### config.mk
export PLATFORM = sky130hd
export DESIGN_NAME = iob_gpio_in
export DESIGN_NICKNAME = d
export VERILOG_FILES = /design/src/rtl/iob_gpio_in.sv
export SDC_FILE = /design/constraint.sdc
export NUM_CORES = 1
export LEC_CHECK = 0
export BUFFER_PORTS_ARGS = -buffer_cell sky130_fd_sc_hd__buf_2
export CORE_MARGIN = 3
export CORE_UTILIZATION = 35
export CTS_BUF_LIST = sky130_fd_sc_hd__clkbuf_8
export CTS_CLUSTER_DIAMETER = 80
export DETAILED_ROUTE_END_ITERATION = 6
export PLACE_DENSITY = 0.49
export SLEW_MARGIN = 20
export SYNTH_ARGS = -nofsm -noshare
export SYNTH_HDL_FRONTEND = slang
export SYNTH_SLANG_ARGS = --single-unit
### constraint.sdc
create_clock -name clk -period 2.2 [get_ports clk]
set_input_delay 0.22 -clock clk [delete_from_list [all_inputs] [get_ports clk]]
set_output_delay 0.22 -clock clk [all_outputs]
set_load 0.01 [all_outputs]
### src/rtl/iob_gpio_in.sv
// Debounced GPIO input block with edge capture, maskable level interrupt and CPU register access.
// Optional macro IOB_GPIO_IN_FALL_EN: EDGE captures falling as well as rising debounced edges.
module iob_gpio_in #(
  parameter int DATA_W      = 32,
  parameter int ADDR_W      = 2,
  parameter int N_IN        = 16,
  parameter int DEB_DEFAULT = 49999
) (
  input  logic                clk,
  input  logic                arst_n,
  input  logic                valid,
  input  logic [ADDR_W-1:0]   address,
  input  logic [DATA_W-1:0]   wdata,
  input  logic [DATA_W/8-1:0] wstrb,
  output logic [DATA_W-1:0]   rdata,
  output logic                ready,
  input  logic [N_IN-1:0]     gpio_in,
  output logic                irq
);

  localparam int NB = DATA_W / 8;

  logic [DATA_W-1:0] wmask;
  logic              wr_en;
  logic              rd_en;
  logic              sel_edge;
  logic              sel_mask;
  logic              sel_deb;

  logic [N_IN-1:0]   sync1_reg;
  logic [N_IN-1:0]   sync2_reg;
  logic [N_IN-1:0]   hist0_reg;
  logic [N_IN-1:0]   hist1_reg;
  logic [N_IN-1:0]   hist2_reg;
  logic [N_IN-1:0]   sw_state_reg;
  logic [N_IN-1:0]   sw_state_next;
  logic [N_IN-1:0]   sw_prev_reg;
  logic [N_IN-1:0]   edge_reg;
  logic [N_IN-1:0]   edge_next;
  logic [N_IN-1:0]   edge_set;
  logic [N_IN-1:0]   edge_clr;
  logic [N_IN-1:0]   irq_mask_reg;
  logic [N_IN-1:0]   irq_mask_next;
  logic [15:0]       presc_reg;
  logic [15:0]       deb_limit_reg;
  logic [15:0]       deb_limit_next;
  logic              tick;
  logic [DATA_W-1:0] rd_mux;

  // Byte enables expanded to a bit mask.
  genvar gi;
  generate
    for (gi = 0; gi < NB; gi++) begin : g_wmask
      assign wmask[gi*8 +: 8] = {8{wstrb[gi]}};
    end
  endgenerate

  assign wr_en    = valid && (|wstrb);
  assign rd_en    = valid && !(|wstrb);
  assign sel_edge = (address == ADDR_W'(1));
  assign sel_mask = (address == ADDR_W'(2));
  assign sel_deb  = (address == ADDR_W'(3));

  assign tick = (presc_reg == deb_limit_reg);

  // A bit's debounced state follows its history only once all three samples agree.
  generate
    for (gi = 0; gi < N_IN; gi++) begin : g_deb
      logic agree;
      assign agree = (hist0_reg[gi] == hist1_reg[gi]) && (hist1_reg[gi] == hist2_reg[gi]);
      assign sw_state_next[gi] = agree ? hist0_reg[gi] : sw_state_reg[gi];
    end
  endgenerate

`ifdef IOB_GPIO_IN_FALL_EN
  assign edge_set = sw_state_reg ^ sw_prev_reg;
`else
  assign edge_set = sw_state_reg & ~sw_prev_reg;
`endif

  // A new edge wins over a simultaneous write-1-to-clear.
  assign edge_clr  = (wr_en && sel_edge) ? (wdata[N_IN-1:0] & wmask[N_IN-1:0]) : '0;
  assign edge_next = (edge_reg & ~edge_clr) | edge_set;

  always_comb begin
    irq_mask_next  = irq_mask_reg;
    deb_limit_next = deb_limit_reg;
    if (wr_en && sel_mask)
      irq_mask_next = (irq_mask_reg & ~wmask[N_IN-1:0]) | (wdata[N_IN-1:0] & wmask[N_IN-1:0]);
    if (wr_en && sel_deb)
      deb_limit_next = (deb_limit_reg & ~wmask[15:0]) | (wdata[15:0] & wmask[15:0]);
  end

  always_comb begin
    rd_mux = '0;
    case (address)
      ADDR_W'(0): rd_mux = DATA_W'(sw_state_reg);
      ADDR_W'(1): rd_mux = DATA_W'(edge_reg);
      ADDR_W'(2): rd_mux = DATA_W'(irq_mask_reg);
      ADDR_W'(3): rd_mux = DATA_W'(deb_limit_reg);
      default:    rd_mux = '0;
    endcase
  end

  always_ff @(posedge clk or negedge arst_n) begin
    if (!arst_n) begin
      sync1_reg     <= '0;
      sync2_reg     <= '0;
      hist0_reg     <= '0;
      hist1_reg     <= '0;
      hist2_reg     <= '0;
      sw_state_reg  <= '0;
      sw_prev_reg   <= '0;
      edge_reg      <= '0;
      irq_mask_reg  <= '0;
      presc_reg     <= '0;
      deb_limit_reg <= 16'(DEB_DEFAULT);
      rdata         <= '0;
      ready         <= 1'b0;
      irq           <= 1'b0;
    end else begin
      sync1_reg <= gpio_in;
      sync2_reg <= sync1_reg;
      if (tick) begin
        hist0_reg <= sync2_reg;
        hist1_reg <= hist0_reg;
        hist2_reg <= hist1_reg;
      end
      // A new limit restarts the prescaler so the first period is a full one.
      if ((wr_en && sel_deb) || tick)
        presc_reg <= '0;
      else
        presc_reg <= presc_reg + 16'd1;
      sw_state_reg  <= sw_state_next;
      sw_prev_reg   <= sw_state_reg;
      edge_reg      <= edge_next;
      irq_mask_reg  <= irq_mask_next;
      deb_limit_reg <= deb_limit_next;
      irq           <= |(edge_reg & irq_mask_reg);
      ready         <= valid;
      rdata         <= rd_en ? rd_mux : '0;
    end
  end

endmodule

Yosys cells after proc, flatten, opt, wreduce, memory -nomap -nowiden

Cells that the tools add are included.

Register bits after elaboration: 210
Input port bits: 57
Logic and storage cells: 108

Add/sub/neg operators: 1
Equal/unequal tests: 36
Multiplexer cells: 4
Bitwise operators: 12
Reductions and logical operators: 26

Operators by type and width:

| kind                                                             | count |
|---|---|
| 32-bit case mux with 4 select lines                              | 1 |
| 16-bit AND                                                       | 6 |
| 16-bit inverter                                                  | 3 |
| 16-bit OR                                                        | 3 |
| 1-bit == test                                                    | 32 |
| 16-bit two-way mux                                               | 2 |
| 32-bit two-way mux                                               | 1 |
| 1-bit logical AND                                                | 21 |
| 16-bit by 1-bit adder with 16-bit output (second input constant) | 1 |
| 16-bit == test                                                   | 1 |
| 16-bit OR reduction                                              | 1 |
| 2-bit == test (second input constant)                            | 2 |
| 4-bit OR reduction                                               | 1 |
| 2-bit by 1-bit == test with 1-bit output (second input constant) | 1 |
| 2-bit logical NOT                                                | 1 |
| 1-bit logical NOT                                                | 1 |
| 1-bit logical OR                                                 | 1 |

Depth between registers and ports, before layout

Depth in word-level cells: 7
Depth in mapped cells: 7

Least setup slack after synthesis

OpenSTA, ideal clock, no wires.

Path type: flip-flop to flip-flop
Start: reg presc_reg[6]
End: reg hist0_reg[0]
Library setup time: 127 ps
Data arrival time: 1706 ps
Required time: 2073 ps
Setup slack: 366 ps
Stages on the path, launching flop included: 8
Buffers on the path: 3
Clock period less this slack: 1834 ps
Cells stage by stage: dfrtp_1 buf_6 xor2_2 nor4_2 and4_1 buf_4 buf_6 mux2_1

Longest elaborated chain between the ends: 1

RTL lines:

| item                     | RTL line | source |
|---|---|---|
| start: declaration       | 44       | `logic [15:0] presc_reg;` |
| start signal: assignment | 133      | `presc_reg <= presc_reg + 16'd1;` |
| 16-bit == test           | 64       | `assign tick = (presc_reg == deb_limit_reg);` |
| end signal: assignment   | 125      | `hist0_reg <= sync2_reg;` |
| end: declaration         | 32       | `logic [N_IN-1:0] hist0_reg;` |

No other way between the ends.
A chain may end at the register's enable or synchronous reset.

==> run summary <==
status: finished clean
max-cap viol count: 0
TritonCTS Sinks: 194
kind of critical path: flop to flop
placed cell count: 910
critical path arrival: 2.37 ns
share of layout cells above drive strength 1: 0.307
post-synthesis cell type count: 36
minimum clock period: 2.03 ns
Die X: 156 um
final instance area: 9150 sq um
Rows: 54
number of port buffers: 58
placement-stage cell area: 8550 sq um
Vias per Instance: 4.82
post-synth top area cell: dfrtp_1
synthesized area: 7890 sq um
GR Util met3: 0.0361
# setup viols final: 0
wire per inst: 17.3 um
Die ar.: 24400 sq um
Max Root-Sink Buffers: 2
HPWL Detailed: 11.5 mm
Post-CTS Setup Bufs: 0
Critical Path RT: 2.54 ns
HP Start: wdata[8]
number of antenna violations at the first check in global routing: 0
Static Leak: 0.00433 uW
clock slew at reported path FFs: 0.10 ns
achievable frequency: 492 MHz
busiest grt layer: met2
worst hold path cell count: 2
num ports: 91
DRT iter0 DRCs: 270
Yosys warnings: 0
Synth Instances: 570
Starting Density: 0.359
Die H: 156 um
RSZ-0062 raised after global routing: false
vias in the first global route: 4880
CTS H-tree depth: 4
diode count: 0
Post-Route Hold Slack: 0.0380 ns
TritonRoute pass-1 iters: 5
worst hold path class: primary input to flop
Fin Setup TNS: 0 ns
core area: 22000 sq um
final core occ: 0.417
Syn-to-layout area delta: 15.9%
Final Slew Violations: 0
largest net degree at the start of global routing: 52
# resized after CTS: 0
power per cell area: 789 nW/um^2
worst skew pair latency: 0.46 ns
post-synthesis sequential area ratio: 0.617
fin cells: 964
routability cong.: 0.856
via count: 4651
nets: 729
first-pass GRT wire length: 27.0 mm
count of antenna-violating nets left after detailed routing: 0
GRT Overall Usage: 0.144
CTS buffer count: 17
met1 usage: 0.191
CTS tree: yes
Mapped Avg Cell Area: 13.8 sq um
global route total overflow: 0
# fillers: 1995
Startpoint Class: flop
wirelength, routed: 16.7 mm
final period utilization: 0.924
post-route clock skew: 0.0139 ns
FF+latch count, synth: 194
Max VDD drop: 0.354 mV
commonest non-fill, non-tap cells in the layout: dfrtp_1 (185), buf_2 (57), o21ai_0 (49)
critical path endpoint category: flop
DRC viols: 0
Synth top area share: 0.587
final hold vios: 0
worst reg2reg path depth: 5
crit-path max FO: 21
root buffer cell: clkbuf_8
most common cell after layout, fill and taps aside: dfrtp_1
met2 Track Usage GR: 0.239
Area contributors post-synth: dfrtp_1 (59%), mux2_4 (5.7%), mux2_2 (5.1%), mux4_2 (4.6%), o21ai_0 (3.1%)
## stage by stage
step | setup WS, ns | power (uW)
after global routing | 0.104 | 7570
after CTS | 0.155 | 7320
after detailed placement | 0.185 | 5060
after floorplan | 0.366 | 4680
after global placement | 0.187 | 5030
final | 0.167 | 7210
## synthesized netlist by cell type (all sizes together)
| library cell | count |
|---|---|
| dfrtp | 185 |
| mux2 | 80 |
| o21ai | 49 |
| nand2 | 36 |
| inv | 34 |
| buf | 29 |
| xor2 | 21 |
| nor3 | 17 |
| a21oi | 16 |
| and3 | 16 |
| mux4 | 16 |
| dfstp | 9 |
| nand3 | 9 |
| nand4 | 9 |
| nor4 | 8 |
| xnor2 | 8 |
| clkbuf | 7 |
| a221oi | 4 |
| a22o | 4 |
| and4 | 2 |
| and4b | 2 |
| nor2 | 2 |
| or3 | 2 |
| a211oi | 1 |
| conb | 1 |
| ha | 1 |
| nor2b | 1 |
| nor3b | 1 |
## worst paths after layout
| path | to | slack (ns) |
|---|---|---|
| worst max-delay path | hist0_reg[10] | 0.17 |
| worst min-delay path | flop | 0.04 |
| worst max register to register | hist0_reg[10] | 0.17 |
| worst min register to register | sync2_reg[3] | 0.35 |
| max in group asynchronous | async pin | 1.14 |
| min in group asynchronous | sync2_reg[2] | 0.28 |
## area by class of cell
class / count / area (sq um) / area share
clock buffers: 19 / 262 / 0.0286
multi-input cells: 321 / 2700 / 0.295
repair buffers: 103 / 729 / 0.0798
well taps: 280 / 350 / 0.0383
inverters: 34 / 128 / 0.0140
clock inverters: 13 / 111 / 0.0122
flip-flops and latches: 194 / 4870 / 0.532
## metal layers
metal	up-vias	wire (um)	part of all wire
met5	-	0	0
met2	104	8280	0.50
met1	2373	7540	0.45
met3	13	742	0.044
li1	2161	-	-
met4	0	136	0.0081
## worst max-delay path, cell delays in order (launching register included)
cell	delay (ns)
dfstp_2	0.58
xor2_2	0.09
nor4_2	0.37
and4_1	0.32
buf_12	0.21
mux2_1	0.33
## where the power goes
group,internal (uW),leakage (uW),switching (uW)
Clock,953,0.000189,1260
Sequential,3870,0.00253,261
Combinational,450,0.00161,422
## cells by family (layout without fill, tap and decap cells)
logic type      count (synthesis)  count (layout)  synth area share
simple gates                  105             105            0.0747
xor+xnor                       29              29            0.0331
buf+inv                        70             169            0.0481
flops                         194             194             0.617
other cells                     1              16          0.000475
compound gates                 74              74            0.0511
fa+ha+maj                       1               1           0.00159
mux                            96              96             0.174
## what timing repair did
item,in CTS,in global routing
setup endpoints to repair,0,0
endpoints found under the hold margin,67,0
hold buffers,22,0
No activity file was read; power rests on OpenSTA's default activity.
